### config.mk
export PLATFORM = sky130hd
export DESIGN_NAME = elastic_pipe_reg_flat
export DESIGN_NICKNAME = d
export VERILOG_FILES = /design/src/rtl/elastic_pipe_reg_if.sv /design/src/rtl/elastic_pipe_reg.sv /design/src/flat_wrapper.sv
export SDC_FILE = /design/constraint.sdc
export NUM_CORES = 1
export LEC_CHECK = 0
export ABC_AREA = 1
export BUFFER_PORTS_ARGS = -buffer_cell sky130_fd_sc_hd__buf_2
export CAP_MARGIN = 20
export CORE_MARGIN = 1.5
export CORE_UTILIZATION = 57
export CTS_BUF_LIST = sky130_fd_sc_hd__clkbuf_4 sky130_fd_sc_hd__clkbuf_8
export CTS_CLUSTER_DIAMETER = 200
export DETAILED_ROUTE_END_ITERATION = 10
export GPL_TIMING_DRIVEN = 0
export PLACE_DENSITY_LB_ADDON = 0.3
export RECOVER_POWER = 50
export SYNTH_ARGS = -nofsm -noshare
export SYNTH_HDL_FRONTEND = slang
export SYNTH_SLANG_ARGS = --single-unit
### constraint.sdc
create_clock -name clk -period 3.3 [get_ports clk]
set_input_delay 0.66 -clock clk [delete_from_list [all_inputs] [get_ports clk]]
set_output_delay 0.66 -clock clk [all_outputs]
set_load 0.02 [all_outputs]
### src/rtl/elastic_pipe_reg_if.sv
// Handshake, payload and hazard-tap bundle for elastic_pipe_reg.
// The pipe itself uses the slave view; its environment uses the master view.
interface elastic_pipe_reg_if #(
  parameter int DATA_W = 8,
  parameter int DEST_W = 2,
  parameter int FLAG_W = 4,
  parameter int DEPTH  = 2,
  parameter int CNT_W  = 8
);
  localparam int OCC_W = $clog2(DEPTH + 1);

  logic                    in_valid;
  logic                    in_ready;
  logic [DATA_W-1:0]       in_data;
  logic [DEST_W-1:0]       in_dest;
  logic                    in_we;
  logic [FLAG_W-1:0]       in_flags;
  logic                    out_valid;
  logic                    out_ready;
  logic [DATA_W-1:0]       out_data;
  logic [DEST_W-1:0]       out_dest;
  logic                    out_we;
  logic [FLAG_W-1:0]       out_flags;
  logic [DEPTH*DEST_W-1:0] hz_dest;
  logic [DEPTH-1:0]        hz_we;
  logic [OCC_W-1:0]        occupancy;
  logic [CNT_W-1:0]        kill_count;

  modport slave (
    input  in_valid, in_data, in_dest, in_we, in_flags, out_ready,
    output in_ready, out_valid, out_data, out_dest, out_we, out_flags,
           hz_dest, hz_we, occupancy, kill_count
  );

  modport master (
    output in_valid, in_data, in_dest, in_we, in_flags, out_ready,
    input  in_ready, out_valid, out_data, out_dest, out_we, out_flags,
           hz_dest, hz_we, occupancy, kill_count
  );
endinterface

### src/rtl/elastic_pipe_reg.sv
// DEPTH-stage elastic write-back register with backpressure, bubble collapse,
// whole-pipe flush, per-stage hazard taps and a saturating flush-kill counter.
module elastic_pipe_reg #(
  parameter int DATA_W = 8,
  parameter int DEST_W = 2,
  parameter int FLAG_W = 4,
  parameter int DEPTH  = 2,
  parameter int CNT_W  = 8
) (
  input logic clk,
  input logic reset,
  input logic flush,
  elastic_pipe_reg_if.slave bus
);
  localparam int OCC_W = $clog2(DEPTH + 1);
  localparam int PW    = DATA_W + DEST_W + 1 + FLAG_W;
  localparam int KW    = CNT_W + OCC_W;
  localparam logic [KW-1:0] KILL_MAX = KW'({CNT_W{1'b1}});

  logic [DEPTH-1:0]         valid_q, valid_d;
  logic [DEPTH-1:0][PW-1:0] payload_q, payload_d;
  logic [CNT_W-1:0]         kill_q, kill_d;

  logic [DEPTH-1:0]         adv;
  logic [DEPTH-1:0]         src_valid;
  logic [DEPTH-1:0][PW-1:0] src_payload;
  logic                     in_ready_w;
  logic                     in_fire;
  logic [OCC_W-1:0]         occ;
  logic [KW-1:0]            kill_sum;
  logic [DEPTH*DEST_W-1:0]  hz_dest_w;
  logic [DEPTH-1:0]         hz_we_w;
  logic                     last_we;

  // A stage may advance if it or any stage ahead of it is empty, or the sink is ready.
  always_comb begin
    adv = '0;
    for (int i = 0; i < DEPTH; i++) begin
      adv[i] = bus.out_ready;
      for (int j = i; j < DEPTH; j++) begin
        if (!valid_q[j]) adv[i] = 1'b1;
      end
    end
  end

  assign in_ready_w = adv[0] & ~flush;
  assign in_fire    = bus.in_valid & in_ready_w;

  always_comb begin
    src_valid      = '0;
    src_payload    = '0;
    src_valid[0]   = in_fire;
    src_payload[0] = {bus.in_data, bus.in_dest, bus.in_we, bus.in_flags};
    for (int i = 1; i < DEPTH; i++) begin
      src_valid[i]   = valid_q[i-1];
      src_payload[i] = payload_q[i-1];
    end
  end

  // Payload only captures a live source, so empty stages keep stale but defined data.
  always_comb begin
    valid_d   = valid_q;
    payload_d = payload_q;
    for (int i = 0; i < DEPTH; i++) begin
      if (flush) begin
        valid_d[i] = 1'b0;
      end else if (adv[i]) begin
        valid_d[i] = src_valid[i];
        if (src_valid[i]) payload_d[i] = src_payload[i];
      end
    end
  end

  always_comb begin
    occ = '0;
    for (int i = 0; i < DEPTH; i++) begin
      occ = occ + OCC_W'(valid_q[i]);
    end
  end

  always_comb begin
    kill_sum = KW'(kill_q) + KW'(occ);
    kill_d   = kill_q;
    if (flush) begin
      kill_d = (kill_sum > KILL_MAX) ? {CNT_W{1'b1}} : kill_sum[CNT_W-1:0];
    end
  end

  always_ff @(posedge clk or negedge reset) begin
    if (!reset) begin
      valid_q   <= '0;
      payload_q <= '0;
      kill_q    <= '0;
    end else begin
      valid_q   <= valid_d;
      payload_q <= payload_d;
      kill_q    <= kill_d;
    end
  end

  always_comb begin
    hz_dest_w = '0;
    hz_we_w   = '0;
    for (int i = 0; i < DEPTH; i++) begin
      hz_dest_w[i*DEST_W +: DEST_W] = payload_q[i][FLAG_W+1 +: DEST_W];
      hz_we_w[i] = valid_q[i] & payload_q[i][FLAG_W] & ~flush;
    end
  end

  assign {bus.out_data, bus.out_dest, last_we, bus.out_flags} = payload_q[DEPTH-1];
  assign bus.out_valid  = valid_q[DEPTH-1] & ~flush;
  assign bus.out_we     = bus.out_valid & last_we;
  assign bus.in_ready   = in_ready_w;
  assign bus.hz_dest    = hz_dest_w;
  assign bus.hz_we      = hz_we_w;
  assign bus.occupancy  = occ;
  assign bus.kill_count = kill_q;
endmodule

### src/flat_wrapper.sv
// flat-port wrapper written by rule: the top's interface ports become plain ports
module elastic_pipe_reg_flat 
#(
  parameter int DATA_W = 8,
  parameter int DEST_W = 2,
  parameter int FLAG_W = 4,
  parameter int DEPTH  = 2,
  parameter int CNT_W  = 8
)
  (clk, reset, flush, bus_in_valid, bus_in_data, bus_in_dest, bus_in_we, bus_in_flags, bus_out_ready, bus_in_ready, bus_out_valid, bus_out_data, bus_out_dest, bus_out_we, bus_out_flags, bus_hz_dest, bus_hz_we, bus_occupancy, bus_kill_count);
  elastic_pipe_reg_if #(.DATA_W(DATA_W), .DEST_W(DEST_W), .FLAG_W(FLAG_W), .DEPTH(DEPTH), .CNT_W(CNT_W)) bus_i ();
  input logic clk;
  input logic reset;
  input logic flush;
  input wire logic [$bits(bus_i.in_valid)-1:0] bus_in_valid;
  input wire logic [$bits(bus_i.in_data)-1:0] bus_in_data;
  input wire logic [$bits(bus_i.in_dest)-1:0] bus_in_dest;
  input wire logic [$bits(bus_i.in_we)-1:0] bus_in_we;
  input wire logic [$bits(bus_i.in_flags)-1:0] bus_in_flags;
  input wire logic [$bits(bus_i.out_ready)-1:0] bus_out_ready;
  output wire logic [$bits(bus_i.in_ready)-1:0] bus_in_ready;
  output wire logic [$bits(bus_i.out_valid)-1:0] bus_out_valid;
  output wire logic [$bits(bus_i.out_data)-1:0] bus_out_data;
  output wire logic [$bits(bus_i.out_dest)-1:0] bus_out_dest;
  output wire logic [$bits(bus_i.out_we)-1:0] bus_out_we;
  output wire logic [$bits(bus_i.out_flags)-1:0] bus_out_flags;
  output wire logic [$bits(bus_i.hz_dest)-1:0] bus_hz_dest;
  output wire logic [$bits(bus_i.hz_we)-1:0] bus_hz_we;
  output wire logic [$bits(bus_i.occupancy)-1:0] bus_occupancy;
  output wire logic [$bits(bus_i.kill_count)-1:0] bus_kill_count;
  assign bus_i.in_valid = bus_in_valid;
  assign bus_i.in_data = bus_in_data;
  assign bus_i.in_dest = bus_in_dest;
  assign bus_i.in_we = bus_in_we;
  assign bus_i.in_flags = bus_in_flags;
  assign bus_i.out_ready = bus_out_ready;
  assign bus_in_ready = bus_i.in_ready;
  assign bus_out_valid = bus_i.out_valid;
  assign bus_out_data = bus_i.out_data;
  assign bus_out_dest = bus_i.out_dest;
  assign bus_out_we = bus_i.out_we;
  assign bus_out_flags = bus_i.out_flags;
  assign bus_hz_dest = bus_i.hz_dest;
  assign bus_hz_we = bus_i.hz_we;
  assign bus_occupancy = bus_i.occupancy;
  assign bus_kill_count = bus_i.kill_count;
  elastic_pipe_reg #(.DATA_W(DATA_W), .DEST_W(DEST_W), .FLAG_W(FLAG_W), .DEPTH(DEPTH), .CNT_W(CNT_W)) u_core (.clk(clk), .reset(reset), .flush(flush), .bus(bus_i));
endmodule
==> results of run 1 <==
[where the power goes]
| group | switching, mW | total [mW] | internal, mW | leakage [nW] |
|---|---|---|---|---|
| clock network | 0.152 | 0.230 | 0.0778 | 0.0271 |
| registers | 0.0824 | 0.679 | 0.597 | 0.465 |
| logic | 0.284 | 0.489 | 0.205 | 0.734 |
| total | 0.518 | 1.40 | 0.880 | 1.23 |
[cell usage after synthesis]
library cell	instances
inv_1	27
xor2_1	2
nor3_1	1
nor2_2	1
dfrtp_1	40
o21ai_1	4
nand3_1	9
xnor2_1	1
inv_2	1
buf_2	5
nand3_2	2
o21ai_0	14
fa_1	1
nand4_1	2
a21oi_1	16
nor2_1	24
buf_4	20
nand2_1	36
ha_1	3
[through the flow]
stage	instances	area, um^2	util, %	hold WS [ns]
after floorplan	209	1850	-	0.364
after global placement	305	2160	70.3	0.468
after detailed placement	305	2160	70.3	0.477
after CTS	312	2210	72.0	0.443
after global routing	312	2210	71.7	0.537
final	312	2210	71.7	0.501
[state kept, by name (all words and copies together) (netlist names)]
register / flops
u_core.last_we: 1
u_core.bus.kill_count: 8
u_core.bus.out_data: 8
u_core.payload_q: 13
u_core.bus.hz_dest: 4
u_core.bus.out_flags: 4
u_core.valid_q: 2
[cell type report]
type | count | area, um^2 | area share, %
flip-flops and latches | 40 | 1000 | 45.3
multi-input cells | 116 | 568 | 25.7
repair buffers | 52 | 259 | 11.7
plain buffers | 25 | 170 | 7.71
inverters | 28 | 105 | 4.76
well taps | 44 | 55.1 | 2.49
clock buffers | 5 | 37.5 | 1.70
clock inverters | 2 | 12.5 | 0.567
[tightest hold or removal path, stage by stage, from the launching register on]
cell,delay (ns)
dfrtp_1,0.36
nand2_1,0.05
o21ai_0,0.06
[metal layers]
metal / vias up / track usage [%] / routed length, um
met4: 0 / 6.98 / 35
met3: 5 / 8.01 / 211
met2: 44 / 38.4 / 1730
li1: 751 / - / -
met5: - / 0 / 0
met1: 687 / 28.3 / 1610
[logic make-up (layout without fill, tap and decap cells)]
| logic type | Yosys count | count (layout) | share of synthesized area [%] |
|---|---|---|---|
| simple gates | 75 | 75 | 17.0 |
| buf+inv | 53 | 112 | 15.2 |
| flops | 40 | 40 | 54.1 |
| compound gates | 34 | 34 | 9.20 |
| fa+ha+maj | 4 | 4 | 3.11 |
| xor+xnor | 3 | 3 | 1.42 |
[how the worst min path moves through the flow]
stage	slack [ns]	to
2_1_floorplan	0.36	u_core.bus.hz_dest[0]$_DFFE_PN0P_
3_3_place_gp	0.47	u_core.bus.out_data[2]$_DFFE_PN0P_
5_1_grt	0.54	u_core.bus.out_data[3]$_DFFE_PN0P_
4_1_cts	0.44	u_core.bus.kill_count[2]$_DFFE_PN0P_
6_report	0.50	u_core.bus.out_data[2]$_DFFE_PN0P_
3_5_place_dp	0.48	u_core.bus.out_data[0]$_DFFE_PN0P_
==> metrics.txt, run 1 <==
Stages on worst setup path 4; DIE WIDTH 60.0 um; clock-pin slew on the worst setup and hold paths 0.12 ns; r2r endpoint u_core.bus.kill_count[1]$_DFFE_PN0P_; reg2reg path depth 7; Vias 1487; Area Overhead vs Synth 19.4%; Die Y 60.0 um; I/O Pins 53; Detailed Routing Iterations Pass 1 4; Fin. Hold Viols 0; critical path data arrival time 1.47 ns; pwr/cell area 633 nW/um^2; post-synthesis cell type count 19; Initial Utilization 60.1%; CP Launch Point flush; Max-cap violations 1; Hold Buf Count CTS 0; fin crit share 64.5%; fin nets 292; CTS H-tree lvls 2; Post-Syn Area 1850 um^2; Seq/Total Area, Yosys 54.1%; Buffers & Inverters on Critical Path 3; CP Data Required Time 2.64 ns; Ys Warns 0; Initial DRC Count 50; largest net degree at the start of global routing 41; Synth area leader dfrtp_1; RSZ-0062 raised after global routing no; gpl congestion 0.793; TritonCTS buffer count 5; CP max stage delay 0.25 ns; DR WL/cell 11.5 um; pre-CTS setup slack 1.24 ns; max frequency 470 MHz; Via density 4.77; Filler cells 262; clock skew 0.0135 ns; final worst-path setup slack 1.17 ns; crit path kind in2out; synth top area cells dfrtp_1 54%, buf_4 8.1%, nand2_1 7.3%; CTS resizes 0; commonest non-fill, non-tap cells in the layout 52 x buf_2, 40 x dfrtp_1, 36 x nand2_1; critical path capture point type primary output; first-pass GRT wire length 5950 um; Fin Setup TNS 0 ns; Slowest-stage cell, CP nor3_1; row count 20; Worst Hold Class reg2reg; Slew Limit Fails 41; clk_lat worst skew 0.34 ns; Synth Area per Inst 8.85 um^2; leakage power 1.23 nW; # diodes 0; commonest non-fill, non-tap cell in the layout buf_2; clk root buf clkbuf_4; vias in the first global route 1418; Die ar. 3600 um^2; initial antenna violation count 0; core area 3080 um^2; r2r setup slk 1.37 ns; Syn Nets 233; synthesized netlist cell count 209; DRC violations left 0; CTS tree done; Period minus WS final 2.13 ns; Peak VDD IR 0.412 mV; Rel. slew slack -37.1%; CP Max Fanout 10; postcts setup bufs 0; outcome complete, but fails checks; remaining global-route overflow 0; Startpoint Class input pin; remaining antenna violation count 0; hold path depth 2; actual slew at the worst max-slew pin 2.06 ns; Top delay family on crit path buffers and inverters; worst-path cell chain buf_2, clkbuf_1, nor3_1, buf_2; Critical R2R Launch u_core.valid_q[0]$_DFFE_PN0P_; failing checks capacitance limit, slew limit; cell repeated most along the worst path buf_2; post-synthesis register bit count 40; Final setup viols 0; post-synth top area share 54.1%; Max Buffers Root-to-Sink 2; PortBufs 52; clk sinks 40; GRT Overall Usage 23.1%; DP HPWL 2650 um; Worst Min Path Start u_core.bus.out_data[2]$_DFFE_PN0P_; overall power 1.40 mW; worst setup path end bus_hz_we[0]; final WL 3590 um; fraction of layout cells with a size suffix above 1 31.0%
(Power assumes the default switching activity.)
==> run 2, diff against run 1 <==
CORE_UTILIZATION = 48   (was 57)
clock period = 1.88 ns   (was 3.3 ns; I/O delays follow)
==> run 2 against run 1 <==
Against the previous run: the run now ends clean; global-route usage decreased by 3.7 points; sequential cell count unchanged; clock skew decreased by 0.0058 ns; largest cell class unchanged; largest power group unchanged.
==> metrics.txt, run 2 (synthesized netlist as in run 1, its figures left out) <==
outcome finished clean (was complete, but fails checks); GRT Overall Usage 19.4% (was 23.1%); Slew Limit Fails 0 (was 41); Rel. slew slack 35.7% (was -37.1%); leakage power 1.26 nW (was 1.23 nW); Period minus WS final 1.73 ns; PortBufs 52 (unchanged); overall power 2.78 mW (was 1.40 mW); clock skew 0.00769 ns (was 0.0135 ns); Fin. Hold Viols 0 (unchanged); Area Overhead vs Synth 25.3% (was 19.4%); row count 22 (was 20); DRC violations left 0 (unchanged); critical path data arrival time 1.90 ns (was 1.47 ns); Die Y 65.1 um (was 60.0 um); Max Buffers Root-to-Sink 2 (unchanged); Cell Count, Final, Fillers Out 320 (was 312); clock-pin slew on the worst setup and hold paths 0.08 ns (was 0.12 ns); Die ar. 4230 um^2 (was 3600 um^2); r2r setup slk 0.15 ns (was 1.37 ns); DR WL/cell 11.5 um (about the same); remaining antenna violation count 0 (unchanged); Worst Hold Class in2async (was reg2reg); commonest non-fill, non-tap cells in the layout 50 x buf_2, 40 x dfrtp_1, 36 x nand2_1 (was 52 x buf_2, 40 x dfrtp_1, 36 x nand2_1); crit path kind reg2reg (was in2out); Startpoint Class flop (was input pin); actual slew at the worst max-slew pin 0.964 ns (was 2.06 ns); max frequency 578 MHz; fin crit share 92.0%; fin nets 295 (was 292); CP max stage delay 0.41 ns (was 0.25 ns); largest net degree at the start of global routing 41 (unchanged); Initial DRC Count 101 (was 50); commonest non-fill, non-tap cell in the layout buf_2 (unchanged); DP HPWL 2600 um (was 2650 um); I/O Pins 53 (unchanged); Slowest-stage cell, CP dfrtp_1 (was nor3_1); remaining global-route overflow 0 (unchanged); first-pass GRT wire length 6130 um (was 5950 um); Via density 4.77 (about the same); clk_lat worst skew 0.29 ns (was 0.34 ns); gpl congestion 0.754 (was 0.793); # diodes 0 (unchanged); CTS tree done (unchanged); core area 3690 um^2 (was 3080 um^2); Detailed Routing Iterations Pass 1 4 (unchanged); Inst Count DP 309 (was 305); initial antenna violation count 0 (unchanged); Vias 1526 (was 1487); critical path capture point type flop (was primary output); Peak VDD IR 0.679 mV (was 0.412 mV); largest register by flop count u_core.payload_q (unchanged); Final setup viols 0 (unchanged); max reg flops 13 (unchanged); clk root buf clkbuf_8 (was clkbuf_4); CTS H-tree lvls 2 (unchanged); clk sinks 40 (unchanged); final WL 3690 um (was 3590 um); vias in the first global route 1455 (was 1418); CP Data Required Time 2.05 ns (was 2.64 ns); RSZ-0062 raised after global routing no (unchanged); Max-cap violations 0 (was 1); Hold Buf Count CTS 0 (unchanged); TritonCTS buffer count 5 (unchanged); CP Max Fanout 7 (was 10); DIE WIDTH 65.1 um (was 60.0 um); worst-path cell chain ha_1, ha_2, fa_2, nand3_2, nor2_2, nand3_4, o21ai_0 (was buf_2, clkbuf_1, nor3_1, buf_2); fraction of layout cells with a size suffix above 1 32.7% (was 31.0%); pwr/cell area 1200 nW/um^2 (was 633 nW/um^2); Initial Utilization 50.1% (was 60.1%)
## run 2: cell types whose count changed in the layout (fill, tap and decap cells not counted), moves of 2 or more
cell and change:
buf_4 +2, buf_2 -2, clkbuf_8 +5, clkbuf_4 -4
## run 2: per-stage QoR
step	setup TNS [ns]	hold WS (ns)	setup slack [ns]	util, %	area [um^2]
floorplan	0	0.0804	0.00972	-	1850
global placement	0	0.467	0.000285	58.8	2170
detailed placement	-0.0229	0.477	-0.0149	58.8	2170
CTS	0	0.216	0.0165	62.1	2290
global route	0	0.298	0.00651	62.8	2320
finish	0	0.220	0.150	62.8	2320
## run 2: worst paths after layout
| check | to | depth (start not counted) | startpoint |
|---|---|---|---|
| max in group asynchronous | u_core.last_we$_DFFE_PN0P_ | 1 | reset |
| setup / recovery | u_core.bus.kill_count[1]$_DFFE_PN0P_ | 7 | u_core.valid_q[1]$_DFFE_PN0P_ |
| hold / removal | u_core.bus.kill_count[4]$_DFFE_PN0P_ | 1 | reset |
| min in group clk | u_core.payload_q[12]$_DFFE_PN0P_ | 3 | bus_in_data[5] |
| hold reg to reg | u_core.bus.out_data[2]$_DFFE_PN0P_ | 2 | u_core.bus.out_data[2]$_DFFE_PN0P_ |
| setup reg to reg | u_core.bus.kill_count[1]$_DFFE_PN0P_ | 7 | u_core.valid_q[1]$_DFFE_PN0P_ |
## run 2: per-layer routing
| layer | track usage, % | part of all wire [%] |
|---|---|---|
| met5 | 0 | 0 |
| met4 | 9.11 | 1.4 |
| met3 | 5.90 | 7.2 |
| met2 | 32.6 | 49 |
| met1 | 22.7 | 42 |
## run 2: layout make-up
cell class	instances	area, um^2
Sequential cell	40	1000
Timing Repair Buffer	55	278
Inverter	28	105
Clock buffer	5	68.8
Multi-Input combinational cell	116	586
Fill cell	339	1370
Tap cell	48	60.1
Clock inverter	3	46.3
Buffer	25	173
## run 2: what timing repair did
item | in CTS | in global routing
buffers inserted | 0 | 3
resized for setup | 1 | 3
pin swaps | 0 | 2
endpoints found under the setup margin | 4 | 8
## run 2: critical path, delay by kind of cell (launching register included)
| kind | cells | cell delay, ns |
|---|---|---|
| DFF | 1 | 0.41 |
| and+or+nand+nor | 3 | 0.24 |
| adders and majority gates | 3 | 0.87 |
| AOI/OAI and AO/OA | 1 | 0.10 |
## run 2: where the power goes
group	internal, mW	switching [mW]
Sequential	1.05	0.144
Combinational	0.361	0.509
Clock	0.400	0.313
Total	1.81	0.967
